===== src/rtl/seq110_pkg.sv =====
// ---------------------------------------------------------------------------
// seq110_pkg
// Shared types for the "110" scan controller and its embedded detector.
//   ctrl_state_t : controller phases (IDLE -> SHIFT -> REPORT)
//   det_state_t  : detector prefix states (S0 none, S1 "1", S2 "11")
//   DET_STATE_W  : width of the detector state encoding
// ---------------------------------------------------------------------------
package seq110_pkg;

  localparam int DET_STATE_W = 2;

  typedef enum logic [1:0] {
    IDLE   = 2'd0,
    SHIFT  = 2'd1,
    REPORT = 2'd2
  } ctrl_state_t;

  typedef enum logic [DET_STATE_W-1:0] {
    S0 = 2'd0,
    S1 = 2'd1,
    S2 = 2'd2
  } det_state_t;

endpackage


===== src/rtl/det110_core.sv =====
// ---------------------------------------------------------------------------
// det110_core
// Non-overlapping "110" Mealy detector with step enable and synchronous
// clear.
//   clk    : clock
//   reset  : asynchronous active-low reset, forces S0
//   en     : step the detector on this edge
//   clr    : return to S0 on this edge (wins over en)
//   din    : serial input bit
//   hit    : Mealy output, high when a 0 arrives in S2 while enabled
//   state  : current detector state, for debug
// ---------------------------------------------------------------------------
module det110_core
  import seq110_pkg::*;
(
  input  logic                   clk,
  input  logic                   reset,
  input  logic                   en,
  input  logic                   clr,
  input  logic                   din,
  output logic                   hit,
  output logic [DET_STATE_W-1:0] state
);

  det_state_t r_state;

  // Prefix tracker; after a hit it restarts from S0, so matches never overlap.
  always_ff @(posedge clk or negedge reset) begin
    if (!reset) begin
      r_state <= S0;
    end else if (clr) begin
      r_state <= S0;
    end else if (en) begin
      case (r_state)
        S0:      r_state <= din ? S1 : S0;
        S1:      r_state <= din ? S2 : S0;
        S2:      r_state <= din ? S2 : S0;
        default: r_state <= S0;
      endcase
    end
  end

  // Gated by en so the debug hit stays quiet outside the shift phase.
  assign hit   = en && (r_state == S2) && !din;
  assign state = r_state;

endmodule


===== src/rtl/seq110_scan_ctrl.sv =====
// ---------------------------------------------------------------------------
// seq110_scan_ctrl
// Accepts a word over valid/ready, shifts it MSB-first through det110_core,
// then offers the match count, last match position and any-flag over a
// valid/ready result port.
//   clk, reset            : clock, asynchronous active-low reset
//   in_valid/in_ready     : input word handshake
//   in_data               : word to scan, MSB first
//   in_clear              : sampled with the handshake, clears the detector
//   out_valid/out_ready   : result handshake
//   out_count             : saturating number of detections in the word
//   out_last_pos          : bit index of the final 0 of the last detection
//   out_any               : at least one detection
//   det_state, det_hit    : detector debug view
// ---------------------------------------------------------------------------
module seq110_scan_ctrl
  import seq110_pkg::*;
#(
  parameter int WORD_W = 8,
  parameter int CNT_W  = 4,
  parameter int POS_W  = $clog2(WORD_W)
) (
  input  logic              clk,
  input  logic              reset,
  input  logic              in_valid,
  output logic              in_ready,
  input  logic [WORD_W-1:0] in_data,
  input  logic              in_clear,
  output logic              out_valid,
  input  logic              out_ready,
  output logic [CNT_W-1:0]  out_count,
  output logic [POS_W-1:0]  out_last_pos,
  output logic              out_any,
  output logic [1:0]        det_state,
  output logic              det_hit
);

  ctrl_state_t       r_state;
  logic [WORD_W-1:0] r_shreg;
  logic [POS_W-1:0]  r_bitCnt;
  logic [CNT_W-1:0]  r_count;
  logic [POS_W-1:0]  r_lastPos;
  logic              r_any;
  logic              r_inReady;
  logic              r_outValid;

  logic              w_accept;
  logic              w_shiftEn;
  logic              w_detClr;
  logic              w_hit;
  logic [DET_STATE_W-1:0] w_detState;

  assign w_accept  = (r_state == IDLE) && r_inReady && in_valid;
  assign w_shiftEn = (r_state == SHIFT);
  assign w_detClr  = w_accept && in_clear;

  det110_core u_det (
    .clk   (clk),
    .reset (reset),
    .en    (w_shiftEn),
    .clr   (w_detClr),
    .din   (r_shreg[WORD_W-1]),
    .hit   (w_hit),
    .state (w_detState)
  );

  // Controller. in_ready is a register so it stays low through reset and
  // rises on the first edge after release; out_valid mirrors REPORT.
  always_ff @(posedge clk or negedge reset) begin
    if (!reset) begin
      r_state    <= IDLE;
      r_shreg    <= '0;
      r_bitCnt   <= '0;
      r_count    <= '0;
      r_lastPos  <= '0;
      r_any      <= 1'b0;
      r_inReady  <= 1'b0;
      r_outValid <= 1'b0;
    end else begin
      case (r_state)
        IDLE: begin
          if (w_accept) begin
            r_shreg   <= in_data;
            r_bitCnt  <= POS_W'(WORD_W - 1);
            r_count   <= '0;
            r_lastPos <= '0;
            r_any     <= 1'b0;
            r_inReady <= 1'b0;
            r_state   <= SHIFT;
          end else begin
            r_inReady <= 1'b1;
          end
        end
        SHIFT: begin
          r_shreg <= r_shreg << 1;
          if (w_hit) begin
            if (r_count != '1) begin
              r_count <= r_count + 1'b1;
            end
            r_lastPos <= r_bitCnt;
            r_any     <= 1'b1;
          end
          if (r_bitCnt == '0) begin
            r_outValid <= 1'b1;
            r_state    <= REPORT;
          end else begin
            r_bitCnt <= r_bitCnt - 1'b1;
          end
        end
        REPORT: begin
          if (out_ready) begin
            r_outValid <= 1'b0;
            r_inReady  <= 1'b1;
            r_state    <= IDLE;
          end
        end
        default: begin
          r_state <= IDLE;
        end
      endcase
    end
  end

  assign in_ready     = r_inReady;
  assign out_valid    = r_outValid;
  assign out_count    = r_count;
  assign out_last_pos = r_lastPos;
  assign out_any      = r_any;
  assign det_state    = w_detState;
  assign det_hit      = w_hit;

endmodule


===== config.mk =====
export PLATFORM = sky130hd
export DESIGN_NAME = seq110_scan_ctrl
export DESIGN_NICKNAME = d
export VERILOG_FILES = /design/src/rtl/seq110_pkg.sv /design/src/rtl/det110_core.sv /design/src/rtl/seq110_scan_ctrl.sv
export SDC_FILE = /design/constraint.sdc
export NUM_CORES = 1
export LEC_CHECK = 0
export ABC_CLOCK_PERIOD_IN_PS = 4300
export CAP_MARGIN = 40
export CORE_UTILIZATION = 53
export CTS_CLUSTER_SIZE = 24
export DETAILED_ROUTE_END_ITERATION = 6
export GPL_TIMING_DRIVEN = 0
export PLACE_DENSITY = 0.91
export SETUP_SLACK_MARGIN = 0.02
export SYNTH_ARGS = -nofsm -noshare
export SYNTH_HDL_FRONTEND = slang
export SYNTH_HIERARCHICAL = 1
export SYNTH_SLANG_ARGS = --single-unit

===== constraint.sdc =====
create_clock -name clk -period 4.3 [get_ports clk]
set_input_delay 1.29 -clock clk [delete_from_list [all_inputs] [get_ports clk]]
set_output_delay 1.29 -clock clk [all_outputs]
set_load 0.05 [all_outputs]

==> flow_summary.yaml, run 1 <==
global_routing:
  grt_usage_pct: 23.6
  grt_first_pass_wirelength_mm: 4.40
  antenna_found_initial: 0
  grt-ovfl-total: 0
  grt_pass1_vias: 1006
  grt_max_degree: 17
detailed_routing:
  drt_iter0_drc: 28
  drc: 0
  routedWlPerCell_um: 14.5
  vias: 1015
  vias_per_cell: 5.77
  drtAntennaViolNets: 0
  first_pass_iters: 5
  wl_mm: 2.56
power:
  p_leak_uw: 0.000708
  ir_drop_v: 0.000468
  switchingPower_uw: 420
  p_sw_share_pct: 43.4
  p_total_uw: 968
  intPower_uw: 548
  p_clk_share_pct: 11.1
  p_seq_share_pct: 39.4
  p_comb_share_pct: 49.6
  powerDensity_nw_per_um2: 623
sta:
  worst_pin_slew_ns: 0.548
  max_freq_mhz: 274
  relSlewSlack_pct: 63.3
  fin_crit_ns: 3.64
  setup_violations: 0
  fin_ws_ns: 0.656
  finalCritPeriodShare_pct: 84.7
  finalMaxSlewViolations: 0
  hold_viol: 0
  skew_ns: 0.00399
  setup_tns_ns: 0
  rsz0062_at_grt: "no"
final_layout:
  final_core_util_pct: 75.4
  final_nets: 169
  diodes: 0
  drive_above_1_share_pct: 8.05
  n_fill_cell: 143
  final_cell_count_no_fill: 176
  mostFrequentLayoutCells: "25 x dfrtp_1, 25 x clkdlybuf4s50_1, 14 x nand2_1, 10 x nand3_1, 8 x nor2_1"
  area_delta_synth_final_pct: 27.8
clock_network:
  path_clk_slew_ns: 0.13
  cts_buffer_depth: 2
  h-tree-depth: 1
  numClockSinks: 25
  insertion_delay_ns: 0.32
  cts_setup_buffers: 0
  root_buffer: "clkbuf_4"
  cts_buffers: 3
  cts-resized-gates: 0
  tritoncts: "done"
  cts_hold_buf: 0
critical_path:
  r2r-start: "r_state[1]"
  end_kind: "output pin"
  r2r-end: "out_count[3]"
  cp_max_fo: 13
  rr_worst_depth: 8
  ff2ff_setup_slack_ns: 2.22
  worstSetupPathType: "reg2out"
  cp_data_arrival_time_ns: 2.35
  worstPathRequired_ns: 3.01
  start_kind: "register"
synthesis:
  syn_area_per_cell_um2: 10.2
  synth_ff_type: "dfrtp_1"
  async_flop_share_pct: 100
  ys_types: 34
  ys_seq_area_share_pct: 51.4
  synth_edf_count: 0
  syn-num-nets: 138
  synthCells: 119
  ys_warn_count: 6
  syn_area_um2: 1220
  synth_seq_cells: 25
die:
  placementRows: 16
  io_pins: 26
  start_util_pct: 59.0
  die_y_um: 49.9
  coreArea_um2: 2060
  die_w_um: 49.9
  design.die.area_um2: 2490
min_path:
  hp-class: "reg2reg"
  hold_depth: 2
  whs_endpoint: "out_any"
  hp-start: "out_any"
place:
  port_buffers: 25
  placed_cells: 172
  gp_congestion: 0.802
  post-place-ws_ns: 1.05
  place_hpwl_mm: 1.89
flow_run:
  timing.max_cap.violations: 0
run_status:
  status: "finished, final reports clean"
==> power groups by stage <==
stage                     clock, uW  combinational (uW)  sequential (uW)
after global placement            0                 454              379
after detailed placement          0                 478              385
final                           107                 480              381
after CTS                       110                 481              380
after floorplan                   0                 260              458
after global routing            116                 524              391
==> registers in the layout, indices dropped and copies added, names as in the netlist <==
| register | count |
|---|---|
| out_any | 1 |
| r_bitCnt | 3 |
| in_ready | 1 |
| out_valid | 1 |
| r_state | 2 |
| u_det/state | 2 |
| out_last_pos | 3 |
| out_count | 4 |
| r_shreg | 8 |
==> layout make-up <==
class | instances | area (um2) | area share, %
inverter | 6 | 22.5 | 1.45
clock buffer | 4 | 26.3 | 1.69
timing repair buffer | 26 | 278 | 17.9
buffer | 5 | 36.3 | 2.33
tap | 27 | 33.8 | 2.17
multi-input combinational | 83 | 532 | 34.2
sequential | 25 | 626 | 40.3
==> synthesized netlist by cell type (2+ instances only) <==
cell / number / area share, %
ha_1: 6 / 6.2
a22oi_1: 5 / 3.1
nor2_1: 8 / 2.5
nand3_1: 10 / 4.1
buf_2: 2 / 0.82
o22ai_1: 2 / 1.0
nand2b_1: 3 / 1.5
inv_1: 5 / 1.5
dfrtp_1: 25 / 51
a21oi_1: 6 / 2.5
a22o_1: 3 / 2.2
nand2_1: 14 / 4.3
nor3_1: 5 / 2.1
o21ai_0: 3 / 1.2
and2_1: 2 / 1.0
buf_6: 2 / 1.9
==> critical path: stages (launching register included) <==
cell and delay [ns]:
dfrtp_1 0.48, nand2b_1 0.23, clkinv_1 0.22, nand2_1 0.08, nor2_1 0.18, clkdlybuf4s50_1 0.84
==> worst max path at each step <==
stage / from / endpoint / slack [ns] / depth (start not counted)
after detailed placement: r_state[1] / det_hit / 1.05 / 5
final: r_state[1] / det_hit / 0.66 / 5
after floorplan: u_det/state[1] / det_hit / 1.38 / 3
after global placement: r_state[1] / det_hit / 1.09 / 5
after CTS: r_state[1] / det_hit / 0.67 / 5
after global routing: r_state[1] / det_hit / 0.51 / 5
==> metrics by stage <==
| step | hold slack (ns) | area (um2) |
|---|---|---|
| floorplan | 0.467 | 1220 |
| global placement | 0.463 | 1500 |
| detailed placement | 0.473 | 1530 |
| CTS | 0.504 | 1550 |
| global route | 0.540 | 1550 |
| finish | 0.509 | 1550 |
==> metal layers <==
layer	global-route usage (%)	part of all wire, %	up-vias
li1	-	-	483
met1	29.4	44	492
met2	39.0	49	33
met3	4.63	4.4	7
met4	11.0	2.3	0
met5	0	0	-
==> cell families after synthesis <==
family / share of synthesized area, %
AND/OR/NAND/NOR: 23.6
flip-flops: 51.4
multiplexers: 0.926
adder cells (fa/ha/maj): 6.17
buffers and inverters: 4.83
AO/OA/AOI/OAI: 13.1
Power figures use the tool's default switching activity.
==> run 2: changes to the inputs <==
--- a/config.mk
+++ b/config.mk
@@ -5,13 +5,13 @@
 export SDC_FILE = /design/constraint.sdc
 export NUM_CORES = 1
 export LEC_CHECK = 0
-export ABC_CLOCK_PERIOD_IN_PS = 4300
+export ABC_CLOCK_PERIOD_IN_PS = 3450
 export CAP_MARGIN = 40
-export CORE_UTILIZATION = 53
+export CORE_UTILIZATION = 49
 export CTS_CLUSTER_SIZE = 24
 export DETAILED_ROUTE_END_ITERATION = 6
 export GPL_TIMING_DRIVEN = 0
-export PLACE_DENSITY = 0.91
+export PLACE_DENSITY = 0.85
 export SETUP_SLACK_MARGIN = 0.02
 export SYNTH_ARGS = -nofsm -noshare
 export SYNTH_HDL_FRONTEND = slang
==> constraint.sdc (replaced) <==
create_clock -name clk -period 3.45 [get_ports clk]
set_input_delay 1.035 -clock clk [delete_from_list [all_inputs] [get_ports clk]]
set_output_delay 1.035 -clock clk [all_outputs]
set_load 0.05 [all_outputs]
==> flow_summary.yaml, run 2 (synthesis results as in run 1) <==
final_layout:
  largest_reg_flops: 8
  drive_above_1_share_pct: 8.72
  layout_commonest_cell: "dfrtp_1"
  final_nets: 169
  multi_input_area_um2: 532
  regArea_um2: 626
  diodes: 0
  n_fill_cell: 175
  area_delta_synth_final_pct: 28.2
  mostFrequentLayoutCells: "25 x dfrtp_1, 24 x clkdlybuf4s50_1, 14 x nand2_1, 10 x nand3_1, 8 x nor2_1"
  max_flop_register: "r_shreg"
clock_network:
  cts_hold_buf: 0
  cts_buffers: 3
  insertion_delay_ns: 0.32
  cts_buffer_depth: 2
  h-tree-depth: 1
  cts_setup_buffers: 0
  path_clk_slew_ns: 0.14
  root_buffer: "clkbuf_4"
  tritoncts: "done"
  numClockSinks: 25
  cts-resized-gates: 0
detailed_routing:
  drc: 0
  first_pass_iters: 4
  routedWlPerCell_um: 13.8
  wl_mm: 2.44
  vias_per_cell: 5.51
  vias: 975
  drt_iter0_drc: 29
  drtAntennaViolNets: 0
power:
  switchingPower_uw: 513
  intPower_uw: 682
  powerDensity_nw_per_um2: 766
  ir_drop_v: 0.000557
  p_sw_share_pct: 42.9
  p_comb_share_pct: 49.8
  p_leak_uw: 0.000728
  p_seq_share_pct: 39.5
  p_clk_share_pct: 10.7
critical_path:
  r2r-start: "r_state[1]"
  cp_max_fo: 13
  critPathTopFamily: "buffers and inverters"
  r2r-end: "out_count[3]"
  timing.critical_path.buf_inv: 2
  crit_path_top_delay_cell: "dfrtp_1"
  cp.depth: 5
  ff2ff_setup_slack_ns: 1.35
  path_cells: "nand2b_1, clkinv_1, nand2_1, nor2_1, dlymetal6s2s_1"
  rr_worst_depth: 8
  critPathMaxStageDelay_ns: 0.47
  crit_path_start: "r_state[1]"
  worstPathRequired_ns: 2.41
  worstSetupPathType: "reg2out"
  end_kind: "output pin"
  start_kind: "register"
  cp_data_arrival_time_ns: 1.96
min_path:
  whs_endpoint: "out_any"
  hold_depth: 2
  hp-class: "reg2reg"
  hp-start: "out_any"
die:
  die_y_um: 51.8
  start_util_pct: 53.4
  coreArea_um2: 2280
  placementRows: 17
  design.die.area_um2: 2690
  io_pins: 26
  die_w_um: 51.8
sta:
  max_freq_mhz: 334
  finalCritPeriodShare_pct: 86.8
  fin_crit_ns: 2.99
  rsz0062_at_grt: "no"
  skew_ns: 0.0132
  setup_tns_ns: 0
  worst_pin_slew_ns: 0.598
  setup_violations: 0
  hold_viol: 0
  worst_hold_slack_ns: 0.505
  relSlewSlack_pct: 60.0
  finalMaxSlewViolations: 0
run_status:
  status: "finished, final reports clean"
global_routing:
  grt-ovfl-total: 0
  grt_usage_pct: 22.4
  grt_first_pass_wirelength_mm: 4.34
  grt_pass1_vias: 972
  antenna_found_initial: 0
  grt_max_degree: 16
place:
  place_hpwl_mm: 1.87
  port_buffers: 25
  gp_congestion: 0.832
flow_run:
  timing.max_cap.violations: 0
## run 2: changes by cell type in the layout (fill, tap and decap cells not counted), sizes merged
| cell | previous run | this run |
|---|---|---|
| clkinv | 1 | 2 |
| clkdlybuf4s50 | 25 | 24 |
| clkbuf | 5 | 4 |
| dlymetal6s2s | 0 | 1 |
## run 2: worst register-to-register path: stages (launching register included)
cell and delay (ns):
dfrtp_1 0.47, nand2b_1 0.20, clkinv_1 0.31, nand2_1 0.18, nor2_1 0.08, and3b_1 0.18
buf_6 0.13, and2_4 0.14, a221o_1 0.30
## run 2: worst max-delay path by stage
| stage | to | slack, ns |
|---|---|---|
| after floorplan | det_hit | 0.78 |
| after global placement | det_hit | 0.49 |
| after detailed placement | det_hit | 0.43 |
| after CTS | det_hit | 0.06 |
| after global routing | det_hit | 0.30 |
| final | det_hit | 0.46 |
## run 2: per-layer routing
| layer | track usage (%) | vias up | wire, um | part of all wire, % |
|---|---|---|---|---|
| met1 | 30.6 | 467 | 1120 | 46 |
| met3 | 3.51 | 5 | 90 | 3.7 |
| met5 | 0 | - | 0 | 0 |
| li1 | - | 481 | - | - |
| met4 | 10.8 | 0 | 45 | 1.8 |
| met2 | 34.4 | 22 | 1180 | 48 |
## run 2: area by class of cell
type,instances,area share (%)
plain buffers,5,2.33
clock buffers,3,1.44
clock inverters,1,0.321
inverters,6,1.44
multi-input cells,83,34.1
flip-flops and latches,25,40.1
well taps,28,2.25
repair buffers,26,18.0
## run 2: power groups by stage
stage | clock network, uW | logic (uW) | registers, uW
after floorplan | 0 | 324 | 571
final | 128 | 594 | 472
after detailed placement | 0 | 599 | 479
after CTS | 132 | 601 | 473
after global routing | 148 | 658 | 485
after global placement | 0 | 570 | 472
## run 2: through the flow
step | utilization (%) | total power (uW) | instances | worst slack [ns] | area (um2)
finish | 68.5 | 1190 | 177 | 0.456 | 1560
global route | 68.5 | 1290 | 177 | 0.301 | 1560
CTS | 68.4 | 1210 | 177 | 0.0586 | 1560
detailed placement | 67.2 | 1080 | 173 | 0.433 | 1530
global placement | 66.0 | 1040 | 172 | 0.486 | 1500
floorplan | - | 895 | 119 | 0.781 | 1220
==> run 3: changes to the inputs <==
--- a/config.mk
+++ b/config.mk
@@ -8,7 +8,7 @@
 export ABC_CLOCK_PERIOD_IN_PS = 3450
 export CAP_MARGIN = 40
 export CORE_UTILIZATION = 49
-export CTS_CLUSTER_SIZE = 24
+export CTS_CLUSTER_SIZE = 10
 export DETAILED_ROUTE_END_ITERATION = 6
 export GPL_TIMING_DRIVEN = 0
 export PLACE_DENSITY = 0.85
==> results of run 3 <==
Final layout, timing and power as in run 2 (identical DEF).
